==> config.mk <==
export PLATFORM = sky130hd
export DESIGN_NAME = m6809_alu16_seq_flat
export DESIGN_NICKNAME = d
export VERILOG_FILES = /design/src/rtl/m6809_alu16_seq_if.sv /design/src/rtl/m6809_alu16_seq.sv /design/src/flat_wrapper.sv
export SDC_FILE = /design/constraint.sdc
export NUM_CORES = 1
export LEC_CHECK = 0
export CORE_UTILIZATION = 40
export DETAILED_ROUTE_END_ITERATION = 8
export PLACE_DENSITY_LB_ADDON = 0.15
export SLEW_MARGIN = 20
export SYNTH_ARGS = -nofsm -noshare
export SYNTH_HDL_FRONTEND = slang
export SYNTH_SLANG_ARGS = --single-unit
==> constraint.sdc <==
create_clock -name clk -period 1.6 [get_ports clk]
set_input_delay 0.32 -clock clk [delete_from_list [all_inputs] [get_ports clk]]
set_output_delay 0.32 -clock clk [all_outputs]
set_load 0.02 [all_outputs]
==> src/rtl/m6809_alu16_seq_if.sv <==
// Decoder-side request/response bundle for the 16-bit accumulator sequencer.
// The decoder holds the master modport and the sequencer holds the slave modport.
interface m6809_alu16_seq_if;
    logic        start;
    logic [1:0]  op;
    logic [15:0] d_in;
    logic [15:0] m_in;
    logic        cc_n_in;
    logic        cc_v_in;
    logic        busy;
    logic        done;
    logic        illegal;
    logic [15:0] result;
    logic        wr_d;
    logic        c_out;
    logic        z_out;
    logic        n_out;
    logic        v_out;

    modport master (
        output start, op, d_in, m_in, cc_n_in, cc_v_in,
        input  busy, done, illegal, result, wr_d, c_out, z_out, n_out, v_out
    );

    modport slave (
        input  start, op, d_in, m_in, cc_n_in, cc_v_in,
        output busy, done, illegal, result, wr_d, c_out, z_out, n_out, v_out
    );
endinterface

==> src/rtl/m6809_alu16_seq.sv <==
// Runs ADDD/SUBD/CMPD (and MUL when M6809_SEQ_MUL_EN is defined) byte-serially
// through one external combinational 8-bit 6809 ALU, returning a 16-bit result and N/Z/V/C.
module m6809_alu16_seq (
    input  logic                     clk,
    input  logic                     reset_n,
    m6809_alu16_seq_if.slave         req,
    output logic [7:0]               alu_a,
    output logic [7:0]               alu_b,
    output logic [3:0]               alu_op,
    output logic                     alu_op7,
    output logic                     alu_c,
    input  logic [7:0]               alu_res,
    input  logic                     alu_cy,
    input  logic                     alu_z,
    input  logic                     alu_n,
    input  logic                     alu_v
);

    localparam logic [1:0] OP_ADDD = 2'b00;
    localparam logic [1:0] OP_CMPD = 2'b10;
    localparam logic [1:0] OP_MUL  = 2'b11;

    localparam logic [3:0] ALU_SUB = 4'h0;
    localparam logic [3:0] ALU_SBC = 4'h2;
    localparam logic [3:0] ALU_ADC = 4'h9;
    localparam logic [3:0] ALU_ADD = 4'hB;
    localparam logic [3:0] ALU_TST = 4'hD;

    typedef enum logic [2:0] {
        S_IDLE = 3'd0,
        S_LO   = 3'd1,
        S_HI   = 3'd2,
        S_MUL  = 3'd3,
        S_DONE = 3'd4
    } state_t;

    state_t      state_reg;
    state_t      state_next;

    logic [1:0]  op_reg;
    logic [15:0] d_reg;
    logic [15:0] m_reg;
    logic [7:0]  lo_reg;
    logic        c_lo_reg;
    logic        z_lo_reg;
    logic [15:0] result_reg;
    logic        c_reg;
    logic        z_reg;
    logic        n_reg;
    logic        v_reg;
    logic        illegal_reg;
    logic        is_sub;

    assign is_sub = (op_reg != OP_ADDD);

`ifdef M6809_SEQ_MUL_EN
    logic [7:0]  acc_hi_reg;
    logic [7:0]  acc_lo_reg;
    logic [2:0]  cnt_reg;
    logic        cc_n_reg;
    logic        cc_v_reg;
    logic [15:0] mul_next;

    // One shift-add step: the 17-bit {carry, sum, acc_lo} shifted right by one.
    assign mul_next = {alu_cy, alu_res, acc_lo_reg[7:1]};
`else
    logic unused_mul_inputs;
    assign unused_mul_inputs = req.cc_n_in ^ req.cc_v_in;
`endif

    always_ff @(posedge clk) begin
        if (!reset_n) begin
            state_reg <= S_IDLE;
        end else begin
            state_reg <= state_next;
        end
    end

    always_comb begin
        state_next = state_reg;
        case (state_reg)
            S_IDLE: begin
                if (req.start) begin
                    if (req.op == OP_MUL) begin
`ifdef M6809_SEQ_MUL_EN
                        state_next = S_MUL;
`else
                        state_next = S_IDLE;
`endif
                    end else begin
                        state_next = S_LO;
                    end
                end
            end
            S_LO:   state_next = S_HI;
            S_HI:   state_next = S_DONE;
`ifdef M6809_SEQ_MUL_EN
            S_MUL:  state_next = (cnt_reg == 3'd7) ? S_DONE : S_MUL;
`endif
            S_DONE: state_next = S_IDLE;
            default: state_next = S_IDLE;
        endcase
    end

    always_comb begin
        alu_a   = 8'h00;
        alu_b   = 8'h00;
        alu_op  = ALU_TST;
        alu_op7 = 1'b0;
        alu_c   = 1'b0;
        case (state_reg)
            S_LO: begin
                alu_a   = d_reg[7:0];
                alu_b   = m_reg[7:0];
                alu_op  = is_sub ? ALU_SUB : ALU_ADD;
                alu_op7 = 1'b1;
            end
            S_HI: begin
                alu_a   = d_reg[15:8];
                alu_b   = m_reg[15:8];
                alu_op  = is_sub ? ALU_SBC : ALU_ADC;
                alu_op7 = 1'b1;
                alu_c   = c_lo_reg;
            end
`ifdef M6809_SEQ_MUL_EN
            S_MUL: begin
                alu_a   = acc_hi_reg;
                alu_b   = acc_lo_reg[0] ? d_reg[15:8] : 8'h00;
                alu_op  = ALU_ADD;
                alu_op7 = 1'b1;
            end
`endif
            default: begin
            end
        endcase
    end

    always_comb begin
        req.busy    = (state_reg != S_IDLE);
        req.done    = (state_reg == S_DONE);
        req.wr_d    = (state_reg == S_DONE) && (op_reg != OP_CMPD);
        req.illegal = illegal_reg;
        req.result  = result_reg;
        req.c_out   = c_reg;
        req.z_out   = z_reg;
        req.n_out   = n_reg;
        req.v_out   = v_reg;
    end

    always_ff @(posedge clk) begin
        if (!reset_n) begin
            op_reg      <= 2'b00;
            d_reg       <= 16'h0000;
            m_reg       <= 16'h0000;
            lo_reg      <= 8'h00;
            c_lo_reg    <= 1'b0;
            z_lo_reg    <= 1'b0;
            result_reg  <= 16'h0000;
            c_reg       <= 1'b0;
            z_reg       <= 1'b0;
            n_reg       <= 1'b0;
            v_reg       <= 1'b0;
            illegal_reg <= 1'b0;
`ifdef M6809_SEQ_MUL_EN
            acc_hi_reg  <= 8'h00;
            acc_lo_reg  <= 8'h00;
            cnt_reg     <= 3'd0;
            cc_n_reg    <= 1'b0;
            cc_v_reg    <= 1'b0;
`endif
        end else begin
            illegal_reg <= 1'b0;
            case (state_reg)
                S_IDLE: begin
                    if (req.start) begin
                        if (req.op == OP_MUL) begin
`ifdef M6809_SEQ_MUL_EN
                            op_reg     <= req.op;
                            d_reg      <= req.d_in;
                            acc_hi_reg <= 8'h00;
                            acc_lo_reg <= req.d_in[7:0];
                            cnt_reg    <= 3'd0;
                            cc_n_reg   <= req.cc_n_in;
                            cc_v_reg   <= req.cc_v_in;
`else
                            illegal_reg <= 1'b1;
`endif
                        end else begin
                            op_reg <= req.op;
                            d_reg  <= req.d_in;
                            m_reg  <= req.m_in;
                        end
                    end
                end
                S_LO: begin
                    lo_reg   <= alu_res;
                    c_lo_reg <= alu_cy;
                    z_lo_reg <= alu_z;
                end
                S_HI: begin
                    result_reg <= {alu_res, lo_reg};
                    c_reg      <= alu_cy;
                    n_reg      <= alu_n;
                    v_reg      <= alu_v;
                    z_reg      <= alu_z & z_lo_reg;
                end
`ifdef M6809_SEQ_MUL_EN
                S_MUL: begin
                    acc_hi_reg <= mul_next[15:8];
                    acc_lo_reg <= mul_next[7:0];
                    cnt_reg    <= cnt_reg + 3'd1;
                    // The last step's shifted value is the finished product.
                    if (cnt_reg == 3'd7) begin
                        result_reg <= mul_next;
                        c_reg      <= mul_next[7];
                        z_reg      <= (mul_next == 16'h0000);
                        n_reg      <= cc_n_reg;
                        v_reg      <= cc_v_reg;
                    end
                end
`endif
                default: begin
                end
            endcase
        end
    end

endmodule

==> src/flat_wrapper.sv <==
// flat-port wrapper written by rule: the top's interface ports become plain ports
module m6809_alu16_seq_flat 
  (clk, reset_n, alu_a, alu_b, alu_op, alu_op7, alu_c, alu_res, alu_cy, alu_z, alu_n, alu_v, req_start, req_op, req_d_in, req_m_in, req_cc_n_in, req_cc_v_in, req_busy, req_done, req_illegal, req_result, req_wr_d, req_c_out, req_z_out, req_n_out, req_v_out);
  m6809_alu16_seq_if req_i ();
  input  logic clk;
  input  logic reset_n;
  output logic [7:0] alu_a;
  output logic [7:0] alu_b;
  output logic [3:0] alu_op;
  output logic alu_op7;
  output logic alu_c;
  input  logic [7:0] alu_res;
  input  logic alu_cy;
  input  logic alu_z;
  input  logic alu_n;
  input  logic alu_v;
  input wire logic [$bits(req_i.start)-1:0] req_start;
  input wire logic [$bits(req_i.op)-1:0] req_op;
  input wire logic [$bits(req_i.d_in)-1:0] req_d_in;
  input wire logic [$bits(req_i.m_in)-1:0] req_m_in;
  input wire logic [$bits(req_i.cc_n_in)-1:0] req_cc_n_in;
  input wire logic [$bits(req_i.cc_v_in)-1:0] req_cc_v_in;
  output wire logic [$bits(req_i.busy)-1:0] req_busy;
  output wire logic [$bits(req_i.done)-1:0] req_done;
  output wire logic [$bits(req_i.illegal)-1:0] req_illegal;
  output wire logic [$bits(req_i.result)-1:0] req_result;
  output wire logic [$bits(req_i.wr_d)-1:0] req_wr_d;
  output wire logic [$bits(req_i.c_out)-1:0] req_c_out;
  output wire logic [$bits(req_i.z_out)-1:0] req_z_out;
  output wire logic [$bits(req_i.n_out)-1:0] req_n_out;
  output wire logic [$bits(req_i.v_out)-1:0] req_v_out;
  assign req_i.start = req_start;
  assign req_i.op = req_op;
  assign req_i.d_in = req_d_in;
  assign req_i.m_in = req_m_in;
  assign req_i.cc_n_in = req_cc_n_in;
  assign req_i.cc_v_in = req_cc_v_in;
  assign req_busy = req_i.busy;
  assign req_done = req_i.done;
  assign req_illegal = req_i.illegal;
  assign req_result = req_i.result;
  assign req_wr_d = req_i.wr_d;
  assign req_c_out = req_i.c_out;
  assign req_z_out = req_i.z_out;
  assign req_n_out = req_i.n_out;
  assign req_v_out = req_i.v_out;
  m6809_alu16_seq u_core (.clk(clk), .reset_n(reset_n), .req(req_i), .alu_a(alu_a), .alu_b(alu_b), .alu_op(alu_op), .alu_op7(alu_op7), .alu_c(alu_c), .alu_res(alu_res), .alu_cy(alu_cy), .alu_z(alu_z), .alu_n(alu_n), .alu_v(alu_v));
endmodule
---- Word level (Yosys, flattened, before mapping) ----
Cells that the tools add are included.
word-level totals
  register bits after elaboration ......... 68
  input bits .............................. 51
  output and inout bits ................... 46
  logic and storage cells ................. 39
operators by class
  eq/ne operators ......................... 6
  mux-type cells .......................... 11
  bitwise gates (word level) .............. 2
  reduce and logical (&&, ||, !) cells .... 7
operators with widths
  kind                                            number
  case mux 8 bit (2 select lines)                 2
  case mux 3 bit (3 select lines)                 1
  two-way mux 4 bit                               2
  case mux 4 bit (2 select lines)                 1
  AND reduction 3 bit                             2
  two-way mux 1 bit                               4
  != test 2 bit (second input constant)           2
  == test 3 x 1 -> 1 bit (second input constant)  1
  == test 3 x 2 -> 1 bit (second input constant)  1
  == test 3 bit (second input constant)           1
  logical NOT 3 bit                               1
  two-way mux 3 bit                               1
  nonzero test 3 bit                              1
  == test 2 bit (second input constant)           1
  nonzero test 2 bit                              1
  OR reduction 2 bit                              1
  bitwise AND 1 bit                               1
  logical AND 1 bit                               1
  inverter 1 bit                                  1

---- Logic depth before layout (Yosys ltp) ----
  word-level depth ........................ 4
  depth in mapped cells ................... 6
  depth with buffers taken out ............ 4

---- Worst setup path after synthesis ----
OpenSTA, ideal clock, no wires.
  path type ............................... reg-to-output
  start ................................... reg u_core.state_reg[0]
  end ..................................... out alu_op[3]
  arrival time ............................ 1.778 ns
  data required time ...................... 1.280 ns
  path slack .............................. -0.498 ns
  cell stages (with the launch flop) ...... 6
  path buffers ............................ 1
  path through ............................ dfxtp_1 -> nor3b_2 -> nor2_1 -> inv_1 -> o21ai_0 -> buf_4
between the ends
  longest elaborated chain between the ends .. 2
  elaborated cells on any way between the ends .. 3
  classes of those cells .................. eq/ne: 2; mux: 1
RTL lines
  item                                                                     line                    source
  from (decl)                                                              m6809_alu16_seq.sv:37   state_t state_reg;
  from (signal assigned)                                                   m6809_alu16_seq.sv:75   state_reg <= state_next;
  == test 3 x 2 -> 1 bit / == test 3 x 1 -> 1 bit (equally long branches)  m6809_alu16_seq.sv:111  case (state_reg)
  case mux 4 bit (2 select lines) *                                        m6809_alu16_seq.sv:111
  to (decl)                                                                flat_wrapper.sv:9       output logic [3:0] alu_op;
Every way passes the cells marked *; elsewhere a longest branch is shown, timed or not.

---- Worst setup path after layout ----
  start ................................... reg u_core.state_reg[0]
  end ..................................... out alu_a[3]
between the ends
  longest elaborated chain between the ends .. 2
  elaborated cells on any way between the ends .. 3
  classes of those cells .................. eq/ne: 2; mux: 1
RTL lines
  item                                                                     line                    source
  == test 3 x 2 -> 1 bit / == test 3 x 1 -> 1 bit (equally long branches)  m6809_alu16_seq.sv:111
  case mux 8 bit (2 select lines) *                                        m6809_alu16_seq.sv:111
  to (decl)                                                                flat_wrapper.sv:7       output logic [7:0] alu_a;
Marked as above.

==> run_results.csv <==
group,metric,value,unit
power_and_ir_drop,p_comb_frac,0.150,
worst_setup_path,crit_path_cell_trace,"nor3b_4 > buf_6 > buf_12 > a22o_1 > buf_6",
power_and_ir_drop,powerDensity,979.5,nW/um2
die,ios,97,
worst_setup_path,start_kind,"register",
die,die_area,7198,um2
final_layout,diodes,0,
cts,hold_buffers,0,
power_and_ir_drop,power_switching,1.003,mW
cts,cts-root-buf,"clkbuf_8",
routing,postRouteAntennaNets,0,
worst_setup_path,slowest_delay,0.37,ns
logic_synthesis,ys_warn_count,0,
placement,port-buffer-count,94,
final_layout,multi_input_area,1331,um2
cts,cts_buffer_depth,2,
routing,vias,2536,
grt,grt_start_max_net_pins,69,
worst_setup_path,cp-startpoint,"u_core.state_reg[0]",
timing,worst_pin_slew,0.3185,ns
timing,fin_crit,1.859,ns
worst_setup_path,worst_path_max_delay_cell,"dfxtp_4",
routing,via_per_inst,4.849,
placement,placed_area,3905,um2
routing,wl,7028,um
timing,relSlewSlack,0.7877,
outcome,status,"complete, but fails checks",
grt,grt_pass1_wl,11270,um
grt,grt_overflow_total,0,
die,fp.dieW,84.84,um
cts,clk_pin_slew,0.08,ns
power_and_ir_drop,netSwitchingFraction,0.2320,
worst_setup_path,worst-path-max-fanout,12,
worst_setup_path,crit_family,"buffers and inverters",
final_layout,fin_area,4413,um2
worst_setup_path,criticalPathCategory,"reg -> out",
die,die_y,84.84,um
timing,timing.final.hold_violations,0,
power_and_ir_drop,seq_power_share,0.421,
power_and_ir_drop,intPower,3.320,mW
cts,clkLatencyLatePin,0.34,ns
timing,period_share,1.162,
timing,timing.fmax,537.9,MHz
timing,finalSetupTns,-11.06,ns
timing,skew,0.007792,ns
logic_synthesis,syn_area,2745,um2
logic_synthesis,avgSynthCellArea,8.473,um2
worst_setup_path,required,1.28,ns
timing,setup_viol,59,
timing,timing.hold.ws,0.3392,ns
routing,drt_first_pass_iters,6,
final_layout,area.growth.synth_to_final,60.76,%
worst_setup_path,critPathArrivalTime,1.54,ns
final_layout,final-seq-area,1373,um2
placement,hpwl,4418,um
worst_setup_path,r2r_start,"u_core.state_reg[2]",
timing,rsz0062_at_grt,"yes",
logic_synthesis,syn_inst,324,
routing,route.detailed.wl_per_inst,13.44,um
die,core,6495,um2
worst_setup_path,cp-end-kind,"primary output",
routing,drc,5,
final_layout,utilization,0.6794,
final_layout,fill_cells,521,
grt,antenna_found_initial,0,
final_layout,drive_gt1_frac,0.2175,
worst_hold_path,hp-start,"reset_n",
logic_synthesis,syn_nets,375,
power_and_ir_drop,total_leakage_power,1.873,nW
cts,cts_buffers,9,
routing,drt_iter0_markers,100,
cts,htreeDepth,3,
die,start_util,0.4227,
run,maxCapViolCount,0,
grt,track_usage,0.2029,
worst_setup_path,cpMostUsedCell,"buf_6",
final_layout,fin_nets,492,
cts,cts_tree,"yes",
timing,setup_ws,-0.2592,ns
worst_hold_path,hold_class,"in -> reg",
logic_synthesis,yosysSeqAreaShare,0.4959,
timing,maxSlewViolCount,0,
logic_synthesis,ys_seq_elements,68,
logic_synthesis,ys_types,23,
die,rows,29,
power_and_ir_drop,finalPower,4.323,mW
worst_setup_path,path_buf_inv,3,
grt,grt_pass1_vias,2360,
outcome,violations,"DRC, setup timing",
power_and_ir_drop,ir_worst_vdd,0.6237,mV
power_and_ir_drop,clkPwrFrac,0.430,
placement,gp_congestion,0.7114,
cts,clkSinkCount,68,
[routing by layer]
layer,share of wire,vias to the layer above,wire length [um],track usage
li1,-,1304,-,-
met1,0.44,1155,3086,0.2463
met2,0.49,69,3463,0.3289
met3,0.054,8,381,0.07879
met4,0.014,0,97,0.07242
met5,0,-,0,0
[worst min-delay path, delay by kind of cell]
kind                   cells  cell delay [ns]
AOI/OAI and AO/OA          1             0.03
and+or+nand+nor            1             0.12
buffers and inverters      2             0.18
[timing repair]
item / 4_1_cts / 5_1_grt
cloned: 3 / 1
pin swaps: 6 / 10
resized for setup: 165 / 45
setup buffers: 9 / 6
setup endpoints to repair: 80 / 60
[path summary, 6_finish.rpt]
check,endpoint,depth (start not counted),slack [ns]
worst min-delay path,u_core.state_reg[0],4,0.34
worst max register to register,u_core.d_reg[3],6,-0.24
worst max-delay path,alu_a[3],5,-0.26
worst min register to register,u_core.req.result[2],2,0.45
[stage by stage]
step	cells	setup WS [ns]
after floorplan	324	-0.08180
final	523	-0.2592
after global placement	494	-0.4257
after global routing	523	-0.3215
after CTS	521	-0.2860
after detailed placement	494	-0.4194
[cell families after synthesis]
group | share of synthesized area
buffers and inverters | 0.04694
multiplexers | 0.1240
AND/OR/NAND/NOR | 0.2133
flip-flops | 0.4959
AO/OA/AOI/OAI | 0.1199
[Yosys cell counts (all sizes together)]
library cell / number / area share
nand2: 129 / 0.18
dfxtp: 68 / 0.50
mux2i: 34 / 0.12
a21oi: 32 / 0.062
clkbuf: 17 / 0.023
a22o: 16 / 0.051
buf: 7 / 0.020
nor2: 5 / 0.0068
inv: 3 / 0.0041
nor3b: 3 / 0.010
o21ai: 2 / 0.0036
or3b: 2 / 0.0064
a21boi: 1 / 0.0027
and2: 1 / 0.0023
nand3: 1 / 0.0018
or2: 1 / 0.0023
or3: 1 / 0.0023
or4b: 1 / 0.0050
[layout make-up]
type                       instances  share of cell area
clock buffer                       9             0.02807
clock inverter                     7             0.03147
inverter                           3            0.002552
multi-input combinational        229              0.3017
sequential                        68              0.3110
tap                               77             0.02183
timing repair buffer             130              0.3034
[power groups by stage]
| stage | clock [mW] | combinational [mW] | sequential [mW] |
|---|---|---|---|
| 3_3_place_gp | 0 | 0.552 | 1.86 |
| 2_1_floorplan | 0 | 0.281 | 1.86 |
| 5_1_grt | 1.96 | 0.696 | 1.83 |
| 4_1_cts | 1.89 | 0.640 | 1.82 |
| 6_report | 1.86 | 0.647 | 1.82 |
| 3_5_place_dp | 0 | 0.559 | 1.86 |
[layout by cell type, fill, tap and decap left out]
master and instances:
nand2_1 129, dfxtp_1 65, clkdlybuf4s50_1 47, buf_6 37, mux2i_1 34, a21oi_1 30, dlygate4sd2_1 21, a22o_1 16
buf_4 16, clkbuf_8 9, nor2_1 4, bufinv_16 4, buf_12 4, nor3b_4 3, dfxtp_4 3, o21ai_4 2
inv_1 2, clkinv_2 2, buf_2 2, buf_8 2, nor2_4 1, inv_2 1, or3b_4 1, or3_4 1
a21boi_2 1, and2_4 1, or4b_4 1, a21oi_4 1, or3b_2 1, or2_2 1, a21oi_2 1, nand3_1 1
clkinv_4 1, buf_16 1
Power figures use the tool's default switching activity.
